==> src/rtl/fifo_split.sv <==
// Synchronous show-ahead FIFO that stores only the low and high fields of a
// packed word, with valid/ready on both sides, fill level, almost-full and sticky overflow.
module fifo_split #(
   parameter  int W_LO      = 128,
   parameter  int GAP       = 8,
   parameter  int W_HI      = 48,
   parameter  int DEPTH     = 4,
   parameter  int AF_THRESH = 3,
   localparam int W_IN      = W_HI + GAP + W_LO,
   localparam int LW        = $clog2(DEPTH) + 1
) (
   input  logic            clk_i,
   input  logic            rst_i,
   input  logic            in_valid_i,
   output logic            in_ready_o,
   input  logic [W_IN-1:0] data_i,
   output logic            out_valid_o,
   input  logic            out_ready_i,
   output logic [W_LO-1:0] data_lo_o,
   output logic [W_HI-1:0] data_hi_o,
   output logic [LW-1:0]   level_o,
   output logic            almost_full_o,
   output logic            ovf_o,
   input  logic            clr_ovf_i
);

   localparam int PW  = $clog2(DEPTH);
   localparam int W_E = W_HI + W_LO;

   logic [W_E-1:0] mem [DEPTH];
   logic [W_E-1:0] head;
   logic [PW-1:0]  wr_ptr;
   logic [PW-1:0]  rd_ptr;
   logic [LW-1:0]  count;
   logic [LW-1:0]  count_nxt;
   logic           push;
   logic           pop;
   logic           af_q;
   logic           ovf_q;

   // The gap field is deliberately discarded; reduce it so its bits count as consumed.
   generate
      if (GAP > 0) begin : g_gap
         logic gap_unused;
         assign gap_unused = ^data_i[W_LO +: GAP];
      end
   endgenerate

   // No pass-through when full: readiness depends on the stored count only.
   assign in_ready_o  = (count != LW'(DEPTH));
   assign out_valid_o = (count != '0);
   assign push        = in_valid_i & in_ready_o;
   assign pop         = out_valid_o & out_ready_i;

   always_comb begin
      // NOTE: default assignment first, so no path leaves count_nxt unassigned (no latch).
      count_nxt = count;
      if (push && !pop) begin
         count_nxt = count + LW'(1);
      end else if (pop && !push) begin
         count_nxt = count - LW'(1);
      end
   end

   always_ff @(posedge clk_i) begin
      // NOTE: non-blocking assignments, so every register here sees pre-edge values.
      if (rst_i) begin
         wr_ptr <= '0;
         rd_ptr <= '0;
         count  <= '0;
         af_q   <= 1'b0;
         ovf_q  <= 1'b0;
      end else begin
         if (push) begin
            wr_ptr <= wr_ptr + PW'(1);
         end
         if (pop) begin
            rd_ptr <= rd_ptr + PW'(1);
         end
         count <= count_nxt;
         af_q  <= (count_nxt >= LW'(AF_THRESH));
         // A fresh overflow attempt outranks a clear in the same cycle.
         if (in_valid_i && !in_ready_o) begin
            ovf_q <= 1'b1;
         end else if (clr_ovf_i) begin
            ovf_q <= 1'b0;
         end
      end
   end

   // NOTE: storage is not reset; emptiness is tracked by count, and outputs are masked.
   always_ff @(posedge clk_i) begin
      if (push && !rst_i) begin
         mem[wr_ptr] <= {data_i[W_IN-1 -: W_HI], data_i[W_LO-1:0]};
      end
   end

   assign head          = mem[rd_ptr];
   assign data_lo_o     = out_valid_o ? head[W_LO-1:0]   : '0;
   assign data_hi_o     = out_valid_o ? head[W_E-1:W_LO] : '0;
   assign level_o       = count;
   assign almost_full_o = af_q;
   assign ovf_o         = ovf_q;

endmodule

==> config.mk <==
export PLATFORM = sky130hd
export DESIGN_NAME = fifo_split
export DESIGN_NICKNAME = d
export VERILOG_FILES = /design/src/rtl/fifo_split.sv
export SDC_FILE = /design/constraint.sdc
export NUM_CORES = 1
export LEC_CHECK = 0
export CORE_UTILIZATION = 55
export DETAILED_ROUTE_END_ITERATION = 12
export HOLD_SLACK_MARGIN = 0.08
export PLACE_DENSITY_LB_ADDON = 0.12
export SKIP_LAST_GASP = 1
export SLEW_MARGIN = 20
export SYNTH_ARGS = -nofsm -noshare
export SYNTH_HDL_FRONTEND = slang
export SYNTH_SLANG_ARGS = --single-unit
==> constraint.sdc <==
create_clock -name clk_i -period 8.6 [get_ports clk_i]
set_clock_uncertainty 0.05 [all_clocks]
set_input_delay 2.58 -clock clk_i [delete_from_list [all_inputs] [get_ports clk_i]]
set_output_delay 2.58 -clock clk_i [all_outputs]
set_load 0.03 [all_outputs]
==> impl_metrics.yaml <==
floorplan:
  rows: 81
  core_area_sq_um: 48800
  die_area_sq_um: 50400
  start_util_pct: 55.8
  fp.dieH_um: 225
  die_width_um: 225
  pin_count: 372
routing:
  drc_errors: 0
  wire_per_inst_um: 23.4
  drt_iter0_drc: 762
  vias: 12800
  dr.pass1.iters: 5
  post_drt_via_cell_ratio: 5.56
  drtAntennaViolNets: 0
  drt-total-wl_um: 53800
flow_run:
  cap_violations: 0
yosys:
  syn_inst: 1190
  synthTopCellsByCount: "edfxtp_1, and2_1, mux4_2, clkbuf_1, buf_2"
  ys_ff_latch: 715
  yosysWarnings: 0
  netlist_area_sq_um: 27200
  yosys.area.top_type_share_pct: 77.6
  avgSynthCellArea_sq_um: 22.9
  synth_flop_cell: "edfxtp_1"
  synth_edf_count: 704
  synth.distinct_cells: 31
  synth.most_common_cell: "edfxtp_1"
  synth.largest_area_cell: "edfxtp_1"
  synth_nets: 1386
  async_flop_share_pct: 0
  yosysSeqAreaShare_pct: 78.4
  ys_top_cells_by_area: "edfxtp_1, mux4_2, and2_1"
grt:
  grt_pass1_vias: 13100
  grtUsageMet1_pct: 29.2
  antenna_found_initial: 10
  grt_util_met3_pct: 6.79
  grt_pass1_wl_um: 79500
  grt_max_degree: 115
  grt-busiest-layer: "met2"
  met2_usage_pct: 33.6
  overflow: 0
  grt_use_total_pct: 21.5
timing:
  drv_slew: 0
  tns_ns: 0
  relSlewSlack_pct: 32.0
  finalCritPeriodShare_pct: 73.7
  setup_viol: 0
  min_period_ns: 6.34
  hold_slack_ns: 0.443
  fmax_mhz: 158
  hold_violations: 0
  tightest_slew_ns: 1.02
  rsz0062_at_grt: "false"
place:
  numPortBuffers: 363
  placed_area_sq_um: 31600
  gp_congestion: 0.741
  hpwl_um: 30600
power:
  power_density_nw_per_um2: 317
  vdd_drop_max_v: 0.000207
  finalPower_uw: 10700
  power.leakage_uw: 0.0107
worst_setup_path:
  r2r_slack_ns: 5.21
  reg2regPathDepth: 6
  path_class: "reg2out"
  cp.required_ns: 5.97
  critPathArrivalTime_ns: 3.71
  cp-end-kind: "output pin"
  reg2reg_to: "mem[2][86]"
  critical_path.startpoint_type: "register"
  r2r-start: "level_o[1]"
  path_max_fanout: 109
clock_network:
  path_clk_slew_ns: 0.06
  cts_setup_buffers: 0
  cts_tree: "built"
  htreeDepth: 3
  cts_buffers: 73
  clkLatencyLatePin_ns: 0.60
  cts_resized: 0
  cts_hold_repair.buffers: 0
  cts_buffer_depth: 3
  cts_root_buf: "clkbuf_16"
  clock_sinks: 715
worst_hold_path:
  hp-class: "reg2reg"
  min_to: "ovf_o"
  hold_depth: 2
  hold_start: "ovf_o"
layout:
  fin_area_sq_um: 33900
  drive_gt1_share_pct: 18.4
  area_growth_syn_to_layout_pct: 24.4
  layout.nets: 1777
run_status:
  outcome: "finished, final reports clean"
## layout make-up
class                   instances  area (sq um)
fillers                      3085         15000
inverters                       6          22.5
repair buffers                381          3890
clock buffers                  95          1940
well taps                     664           831
multi-input cells             404          5470
flip-flops and latches        715         21400
clock inverters                32           348
diodes                          3          7.51
## report_power, final
group / total (uW) / internal (uW) / switching, uW / leakage [uW]
registers: 4120 / 4030 / 86.4 / 0.00648
clock network: 3020 / 1770 / 1240 / 0.00111
logic: 3610 / 1630 / 1990 / 0.00308
## cells in the final DEF (no fill, tap or decap), types with 2 or more instances in the layout
| cell type | count |
|---|---|
| a21oi_1 | 2 |
| and2_1 | 176 |
| and2_4 | 4 |
| buf_12 | 8 |
| buf_4 | 9 |
| bufinv_16 | 6 |
| clkbuf_1 | 20 |
| clkbuf_16 | 74 |
| clkdlybuf4s50_1 | 363 |
| clkinv_1 | 10 |
| clkinv_2 | 8 |
| clkinv_8 | 3 |
| clkinvlp_4 | 2 |
| dfxtp_1 | 9 |
| dfxtp_4 | 2 |
| diode_2 | 3 |
| edfxtp_1 | 704 |
| ha_1 | 7 |
| inv_1 | 6 |
| inv_6 | 3 |
| mux2i_1 | 2 |
| mux4_2 | 176 |
| nand2_1 | 4 |
| nand3_1 | 2 |
| nand3b_1 | 2 |
| nor2_1 | 9 |
| nor2b_1 | 2 |
| o211ai_1 | 2 |
| xnor2_1 | 2 |
| xor2_1 | 2 |
## cell families (layout without fill, tap and decap cells)
family | count (synthesis) | after routing | share of synthesized area [%]
buffers and inverters | 71 | 514 | 1.57
flip-flops | 715 | 715 | 78.4
AO/OA/AOI/OAI | 13 | 13 | 0.436
XOR/XNOR | 4 | 4 | 0.129
other | 0 | 3 | 0
adder cells (fa/ha/maj) | 7 | 7 | 0.321
multiplexers | 178 | 178 | 14.6
AND/OR/NAND/NOR | 202 | 202 | 4.51
## metal layers
metal | part of all wire (%) | vias to the layer above
li1 | - | 5665
met1 | 41 | 6649
met2 | 49 | 387
met3 | 8.2 | 84
met4 | 2.0 | 12
met5 | 0.14 | -
## registers in the layout, summed over array words and instances (netlist names), named ones only
register and cells:
level_o 3, wr_ptr 2, almost_full_o 1, mem 704, ovf_o 1, rd_ptr 2
## worst max-delay path by stage
stage / cells past startpoint / slack, ns / end / start
after floorplan: 3 / 0.90 / mem[0][0] / in_valid_i
after global placement: 5 / 2.71 / mem[2][168] / in_valid_i
after detailed placement: 5 / 2.59 / mem[2][168] / in_valid_i
after CTS: 6 / 2.18 / data_hi_o[2] / level_o[1]
after global routing: 6 / 2.02 / data_hi_o[35] / level_o[1]
final: 6 / 2.26 / data_hi_o[33] / level_o[1]
## metrics by stage
step / std cells / worst slack [ns] / utilization (%)
3_3_place_gp: 2169 / 2.71 / 64.6
6_report: 2300 / 2.26 / 69.4
4_1_cts: 2296 / 2.18 / 69.3
2_1_floorplan: 1190 / 0.900 / -
3_5_place_dp: 2169 / 2.59 / 64.6
5_1_grt: 2298 / 2.02 / 69.3
## worst max-delay path, stage by stage (launching register included)
cell	delay (ns)
dfxtp_1	0.47
inv_1	0.10
ha_1	0.36
nand2b_4	0.65
buf_12	0.45
and2_1	0.25
clkdlybuf4s50_1	0.69
Power figures use the tool's default switching activity.
